==> config.mk <==
export PLATFORM = sky130hd
export DESIGN_NAME = chaos_iter_ctrl
export DESIGN_NICKNAME = d
export VERILOG_FILES = /design/src/rtl/chaos_pkg.sv /design/src/rtl/chaos_result_collector.sv /design/src/rtl/chaos_iter.sv
export SDC_FILE = /design/constraint.sdc
export NUM_CORES = 1
export LEC_CHECK = 0
export BUFFER_PORTS_ARGS = -buffer_cell sky130_fd_sc_hd__buf_4
export CORE_AREA = 2 2 331 333
export DETAILED_ROUTE_END_ITERATION = 8
export DIE_AREA = 0 0 333 335
export PLACE_DENSITY_LB_ADDON = 0.25
export SLEW_MARGIN = 20
export SYNTH_ARGS = -nofsm -noshare
export SYNTH_HDL_FRONTEND = slang
export SYNTH_SLANG_ARGS = --single-unit
==> constraint.sdc <==
create_clock -name clk -period 27.4 [get_ports clk]
set_input_delay 5.48 -clock clk [delete_from_list [all_inputs] [get_ports clk]]
set_output_delay 5.48 -clock clk [all_outputs]
set_load 0.005 [all_outputs]
==> src/rtl/chaos_pkg.sv <==
// Shared types and constants for the chaotic-map iteration sequencer.
package chaos_pkg;

   typedef enum logic [1:0] {
      IDLE  = 2'd0,
      ISSUE = 2'd1,
      WAIT  = 2'd2,
      FLUSH = 2'd3
   } state_t;

   localparam logic [63:0] FP64_ZERO = 64'h0000_0000_0000_0000;

   localparam int CH_X = 0;
   localparam int CH_Y = 1;
   localparam int CH_Z = 2;

endpackage

==> src/rtl/chaos_result_collector.sv <==
// One result channel: sticky arrival flag plus the first value captured since the last clear.
module chaos_result_collector #(
   parameter int DATA_WIDTH = 64
) (
   input  logic                  clk,
   input  logic                  rst,
   input  logic                  clr,
   input  logic                  stb,
   input  logic [DATA_WIDTH-1:0] din,
   output logic                  flag,
   output logic [DATA_WIDTH-1:0] dout
);

   always_ff @(posedge clk or posedge rst) begin
      if (rst) begin
         flag <= 1'b0;
      end else if (clr) begin
         flag <= 1'b0;
      end else if (stb) begin
         flag <= 1'b1;
      end
   end

   // Only the first strobe after a clear is kept; repeats leave the value untouched.
   always_ff @(posedge clk) begin
      if (!clr && stb && !flag) begin
         dout <= din;
      end
   end

endmodule

==> src/rtl/chaos_iter.sv <==
// Iteration sequencer: issues the state vector to the x/y/z units and feeds results back.
// Optional watchdog on WAIT/FLUSH enabled by defining CHAOS_ITER_WATCHDOG_EN.
module chaos_iter_ctrl
   import chaos_pkg::*;
#(
   parameter int DATA_WIDTH = 64,
   parameter int ITER_W     = 32,
   parameter int WDOG_W     = 10,
   parameter int WDOG_LIMIT = 512
) (
   input  logic                  clk,
   input  logic                  rst,
   input  logic                  start,
   input  logic                  abort,
   input  logic [ITER_W-1:0]     iter_count,
   input  logic [DATA_WIDTH-1:0] x0,
   input  logic [DATA_WIDTH-1:0] y0,
   input  logic [DATA_WIDTH-1:0] z0,
   output logic                  eq_valid,
   output logic [DATA_WIDTH-1:0] eq_xn,
   output logic [DATA_WIDTH-1:0] eq_yn,
   output logic [DATA_WIDTH-1:0] eq_zn,
   input  logic                  xn1_valid,
   input  logic                  yn1_valid,
   input  logic                  zn1_valid,
   input  logic [DATA_WIDTH-1:0] xn1,
   input  logic [DATA_WIDTH-1:0] yn1,
   input  logic [DATA_WIDTH-1:0] zn1,
   output logic                  out_valid,
   output logic [DATA_WIDTH-1:0] out_x,
   output logic [DATA_WIDTH-1:0] out_y,
   output logic [DATA_WIDTH-1:0] out_z,
   output logic [ITER_W-1:0]     out_idx,
   output logic                  busy,
   output logic                  done,
   output logic                  err
);

   localparam logic [DATA_WIDTH-1:0] ZERO = DATA_WIDTH'(FP64_ZERO);

   state_t                state_q;
   logic [ITER_W-1:0]     idx_q;
   logic [ITER_W-1:0]     iter_n_q;
   logic [2:0]            stb;
   logic [2:0]            flag;
   logic [DATA_WIDTH-1:0] cap_x, cap_y, cap_z;
   logic                  in_collect;
   logic                  all_set;
   logic                  last;
   logic                  complete;
   logic                  clr;
   logic                  wd_hit;
   logic                  err_q;

   assign in_collect = (state_q == WAIT) || (state_q == FLUSH);
   assign stb[CH_X]  = xn1_valid && in_collect;
   assign stb[CH_Y]  = yn1_valid && in_collect;
   assign stb[CH_Z]  = zn1_valid && in_collect;
   assign all_set    = &flag;
   assign last       = (idx_q + ITER_W'(1)) == iter_n_q;
   assign complete   = (state_q == WAIT) && !abort && !wd_hit && all_set;
   // Flags are cleared whenever a new issue goes out to the units.
   assign clr        = (state_q == ISSUE) || (complete && !last);
   assign busy       = (state_q != IDLE);
   assign err        = err_q;

   chaos_result_collector #(.DATA_WIDTH(DATA_WIDTH)) u_col_x (
      .clk(clk), .rst(rst), .clr(clr), .stb(stb[CH_X]), .din(xn1),
      .flag(flag[CH_X]), .dout(cap_x)
   );

   chaos_result_collector #(.DATA_WIDTH(DATA_WIDTH)) u_col_y (
      .clk(clk), .rst(rst), .clr(clr), .stb(stb[CH_Y]), .din(yn1),
      .flag(flag[CH_Y]), .dout(cap_y)
   );

   chaos_result_collector #(.DATA_WIDTH(DATA_WIDTH)) u_col_z (
      .clk(clk), .rst(rst), .clr(clr), .stb(stb[CH_Z]), .din(zn1),
      .flag(flag[CH_Z]), .dout(cap_z)
   );

`ifdef CHAOS_ITER_WATCHDOG_EN
   logic [WDOG_W-1:0] wd_q;

   assign wd_hit = in_collect && (wd_q == WDOG_W'(WDOG_LIMIT - 1));

   // Restarts on every entry into WAIT/FLUSH, including the in-place re-issue.
   always_ff @(posedge clk or posedge rst) begin
      if (rst) begin
         wd_q <= '0;
      end else if (!in_collect || ((state_q == WAIT) && (abort || wd_hit || all_set))) begin
         wd_q <= '0;
      end else begin
         wd_q <= wd_q + WDOG_W'(1);
      end
   end
`else
   logic unused_wdog;

   assign wd_hit      = 1'b0;
   assign unused_wdog = ^{WDOG_W, WDOG_LIMIT};
`endif

   always_ff @(posedge clk or posedge rst) begin
      if (rst) begin
         state_q   <= IDLE;
         idx_q     <= '0;
         iter_n_q  <= '0;
         eq_valid  <= 1'b0;
         eq_xn     <= ZERO;
         eq_yn     <= ZERO;
         eq_zn     <= ZERO;
         out_valid <= 1'b0;
         out_x     <= ZERO;
         out_y     <= ZERO;
         out_z     <= ZERO;
         out_idx   <= '0;
         done      <= 1'b0;
         err_q     <= 1'b0;
      end else begin
         eq_valid  <= 1'b0;
         out_valid <= 1'b0;
         done      <= 1'b0;
         case (state_q)
            IDLE: begin
               if (start) begin
                  err_q <= 1'b0;
                  if (iter_count != '0) begin
                     eq_xn    <= x0;
                     eq_yn    <= y0;
                     eq_zn    <= z0;
                     idx_q    <= '0;
                     iter_n_q <= iter_count;
                     eq_valid <= 1'b1;
                     state_q  <= ISSUE;
                  end else begin
                     done <= 1'b1;
                  end
               end
            end
            ISSUE: begin
               state_q <= abort ? FLUSH : WAIT;
            end
            WAIT: begin
               if (abort) begin
                  state_q <= FLUSH;
               end else if (wd_hit) begin
                  err_q   <= 1'b1;
                  state_q <= FLUSH;
               end else if (all_set) begin
                  out_valid <= 1'b1;
                  out_x     <= cap_x;
                  out_y     <= cap_y;
                  out_z     <= cap_z;
                  out_idx   <= idx_q;
                  eq_xn     <= cap_x;
                  eq_yn     <= cap_y;
                  eq_zn     <= cap_z;
                  if (last) begin
                     done    <= 1'b1;
                     state_q <= IDLE;
                  end else begin
                     idx_q    <= idx_q + ITER_W'(1);
                     eq_valid <= 1'b1;
                  end
               end
            end
            FLUSH: begin
               if (all_set || wd_hit) begin
                  done    <= 1'b1;
                  state_q <= IDLE;
               end
            end
            default: state_q <= IDLE;
         endcase
      end
   end

endmodule

### Word-level counts from Yosys, hierarchy flattened

Cells that the tools add are included.

* $add $sub $neg: 1
* equal/unequal tests: 12
* multiplexer cells: 50
* bitwise operators: 1
* reductions and logical operators: 33

Operator list (count)
* 64-bit 2-to-1 mux: 12
* 64-bit one-hot mux with 2 select lines: 3
* 32-bit 2-to-1 mux: 5
* 32-bit one-hot mux with 2 select lines: 1
* 32-bit by 1-bit adder with 32-bit output, second input constant: 1
* 32-bit == test: 1
* 32-bit nonzero test: 1
* 1-bit 2-to-1 mux: 20
* 5-bit AND reduction: 3
* 1-bit logical AND: 12
* 2-bit 2-to-1 mux: 6
* 2-bit inequality test, second input constant: 6
* 2-bit nonzero test: 5
* 2-bit one-hot mux with 4 select lines: 1
* 1-bit zero test: 6
* 3-bit inequality test, second input constant: 2
* 3-bit AND reduction: 2
* 6-bit AND reduction: 1
* 2-bit == test, second input constant: 2
* 1-bit one-hot mux with 3 select lines: 1
* 2-bit by 1-bit == test with 1-bit output, second input constant: 1
* 2-bit zero test: 1
* 1-bit logical OR: 2
* 1-bit one-hot mux with 2 select lines: 1
* 1-bit inverter: 1

* bits in registers: 680
* bits of input ports: 423
* logic and storage cells: 116

### Longest topological paths before layout

* depth in word-level cells: 8
* depth in mapped cells: 12

### By module

A second synthesis with hierarchy kept.

* cells, all modules: 2514
* area, all modules: 27719.1 um^2

Modules (own cells, without submodules)
* chaos_iter_ctrl: instances 1, cells each 2310, area each 21799.7 um^2, sequential area each 12136.6 um^2
* chaos_result_collector: instances 3, cells each 68, area each 1973.1 um^2, sequential area each 1946.9 um^2

### Least setup slack after synthesis

OpenSTA, ideal clock, no wires.

* path kind: in2reg
* start point: input iter_count[24]
* end point: register eq_xn[0]
* setup time: 83 ps
* arrival: 7790 ps
* data required time: 27317 ps
* slack: 19528 ps
* stages on the path: 12
* buffers on the path: 4
* cell sequence: nor4_1 > nand4_1 > nor2_1 > or3b_2 > clkbuf_1 > clkinv_1 > nor2_1 > clkbuf_1 > clkbuf_1 > clkbuf_1 > nand2_1 > o21ai_0

* word-level cells in the longest chain between the ends: 3

Ends and longest elaborated chain
* start, declared: RTL line chaos_iter.sv:15 `input logic [ITER_W-1:0] iter_count,`
* 32-bit nonzero test: RTL line chaos_iter.sv:128 `if (iter_count != '0) begin`
* 2-bit inequality test (no line)
* 5-bit AND reduction (no line)
* end signal, assigned: RTL line chaos_iter.sv:156 `eq_xn <= cap_x;`
* end, declared: RTL line chaos_iter.sv:20 `output logic [DATA_WIDTH-1:0] eq_xn,`

Every way passes these cells.
A chain may end at the register's enable or synchronous reset.

### Worst setup path in the final report

* start point: input iter_count[16]
* end point: register eq_yn[26]

* word-level cells in the longest chain between the ends: 3

Ends and longest elaborated chain
* 32-bit nonzero test: RTL line chaos_iter.sv:128
* 2-bit inequality test (no line)
* 5-bit AND reduction (no line)
* end signal, assigned: RTL line chaos_iter.sv:130 `eq_yn <= y0;`
* end signal, assigned: RTL line chaos_iter.sv:157 `eq_yn <= cap_y;`
* end, declared: RTL line chaos_iter.sv:21 `output logic [DATA_WIDTH-1:0] eq_yn,`

Every way passes these cells.

==> results.ini <==
[status]
status=complete, no violations

[critical_path]
cp-start-kind=input port
path_class=in -> reg
path_max_fanout=80
crit_path_end_kind=register
crit_family=simple AND/OR/NAND/NOR gates
ff2ff_setup_slack_ps=23000
reg2reg_to=eq_yn[26]$_DFFE_PP0P_
path_cells=buf_4 > nor4_1 > nand4_1 > nor2_1 > or3b_2 > clkinv_1 > buf_4 > nor2_4 > buf_4 > buf_4 > o21ai_0
path_buf_inv=5
r2r_start=state_q[1]$_DFFE_PP0P_
rr_worst_depth=8
crit_slowest_cell=or3b_2
max_stage_delay_ps=690
crit_required_ps=27900
path_common_cell=buf_4
cp_data_arrival_time_ps=10050

[synthesis]
syn_inst=2510
syn_area_per_cell_sq_um=10.9
ys_types=65
synth_nets=2934
syn-cell-area_sq_mm=0.0273
ys_warn_count=0
synth_top_area_cell=dfrtp_1
synthTopCellsByArea=dfrtp_1 45%, edfxtp_1 21%, nand2_1 13%, mux2i_1 7.2%, o21ai_0 3.8%
synth-edff-count=192
synth.yosys.seq_area_share=0.658
synth.top_cell.area_share=0.447
async_flop_share=0.718
synth-main-ff-cell=dfrtp_1
ys_ff_latch=680

[clocking]
cts.repair_timing.setup_buffer_count=0
clock_latency_ps=650
clock_path_buffers=3
cts_tree=yes
post_cts_resized=0
cts_buffers=81
cts_hold_buf=0
h-tree-depth=3
cts_root_buf=clkbuf_16
path_clk_slew_ps=60
cts.sinks=680

[drt]
drc=0
ant_nets=0
first_iter_violations=1310
drtPass1Iterations=5
routed-via-count=21100
wl_per_cell_microns=21.4
wirelength_microns=103000
vias_per_cell=4.40

[floorplan]
io_pins=844
die-area_sq_mm=0.112
coreArea_sq_mm=0.108
rows=121
fp.dieW_microns=333
die-height_microns=335
start_util=0.253

[worst_hold_path]
holdPathStages=2
min_to=out_y[15]$_DFFE_PP0P_
worstHoldStart=u_col_y.dout[15]$_DFFE_PP_
hold_class=reg -> reg

[cells_and_area]
final_cell_mix=981 x nand2_1, 863 x buf_4, 488 x dfrtp_1
num-nets-final=3731
multi_input_area_sq_mm=0.00870
num-fill-cells=11000
final_common_cell=nand2_1
area_growth_syn_to_layout_pct=38.0
finalInstanceArea_sq_mm=0.0377
regArea_sq_mm=0.0180
drive_above_1_share=0.300

[sta]
fin_skew_ps=28.3
max_slew_margin=0.288
setup_tns_ps=0
finalMaxSlewViolations=0
fmax_ghz=0.105
period_minus_slack_ps=9550
timing.hold.ws_ps=460
finalHoldViolCount=0
setup_viol_count_final=0
rsz0062_at_grt=false
min_period_over_period=0.349
tightest_slew_ps=1070

[global_route]
grt_max_degree=202
grt_pass1_wl_microns=148000
grt_pass1_vias=21200
antenna_found_initial=16
track_usage=0.179
grt-ovfl-total=0

[place]
gp_congestion=0.883
post_dp_cell_area_sq_mm=0.0351
hpwl_microns=73500
port_buffers=842

[power_and_ir_drop]
ir_drop_uv=57.4
p_leak_nw=18.3
power.density_mw_per_mm2=109

[run]
max-cap-violations=0

-- logic make-up after synthesis --
group | count (synthesis) | synth area share
XOR/XNOR | 37 | 0.0119
adder cells (fa/ha/maj) | 1 | 0.000458
flip-flops | 680 | 0.658
AND/OR/NAND/NOR | 1162 | 0.175
multiplexers | 198 | 0.0726
other | 1 | 0.000137
AO/OA/AOI/OAI | 270 | 0.0570
buffers and inverters | 161 | 0.0249
-- per-layer routing --
layer	part of all wire	vias up	track usage
met3	0.064	155	0.0479
li1	-	10100	-
met5	0.00063	-	0
met4	0.033	10	0.0740
met2	0.49	629	0.297
met1	0.41	10300	0.221
-- per-stage QoR --
stage | utilization | instances | setup slack, ps | power (mW)
global route | 0.349 | 4798 | 17430 | 4.36
finish | 0.349 | 4799 | 17850 | 4.10
global placement | 0.324 | 4638 | 17160 | 3.05
floorplan | - | 2510 | 8300 | 2.25
detailed placement | 0.324 | 4638 | 17090 | 3.07
CTS | 0.349 | 4788 | 17830 | 4.17
-- layout make-up --
type / instances / share of cell area
Timing Repair Buffer: 867 / 0.174
Sequential cell: 680 / 0.477
Multi-Input combinational cell: 1669 / 0.231
Tap cell: 1414 / 0.0469
Inverter: 8 / 0.00119
Antenna cell: 11 / 0.000730
Clock buffer: 116 / 0.0607
Clock inverter: 34 / 0.00879
-- how the worst max path moves through the flow --
stage | cells after the start | start | endpoint
5_1_grt | 11 | iter_count[16] | eq_yn[20]$_DFFE_PP0P_
4_1_cts | 11 | iter_count[16] | eq_yn[49]$_DFFE_PP0P_
6_report | 11 | iter_count[16] | eq_yn[26]$_DFFE_PP0P_
3_3_place_gp | 11 | iter_count[24] | eq_xn[13]$_DFFE_PP0P_
3_5_place_dp | 11 | iter_count[16] | eq_yn[22]$_DFFE_PP0P_
2_1_floorplan | 1 | rst | done$_DFF_PP0_
-- flip-flops by register name, summed over array words and instances, names as in the netlist --
signal,count
u_col_x.flag,1
idx_q,32
state_q,2
u_col_z.dout,64
out_valid,1
eq_xn,64
iter_n_q,32
u_col_z.flag,1
u_col_y.flag,1
out_y,64
u_col_y.dout,64
done,1
out_z,64
out_idx,32
eq_zn,64
eq_valid,1
eq_yn,64
u_col_x.dout,64
out_x,64
-- report_power, final --
| part | switching, mW | total, mW | internal [mW] |
|---|---|---|---|
| Combinational | 0.773 | 1.42 | 0.645 |
| Sequential | 0.212 | 1.61 | 1.39 |
| Clock | 0.454 | 1.08 | 0.623 |
-- synthesized netlist by cell type, drive strengths merged (14+ instances only) --
cell and instances:
a21oi 14, a221o 24, and3 32, buf 23, clkbuf 130, dfrtp 488, edfxtp 192, mux2i 196
nand2 981, nand3 20, nand4 16, nor2 34, nor4 17, o21ai 208, xnor2 24
-- tightest hold or removal path, stage by stage (launching register included) --
cell	delay, ps
edfxtp_1	340
nand2_1	50
nand2_1	50
No activity file was read; power rests on OpenSTA's default activity.
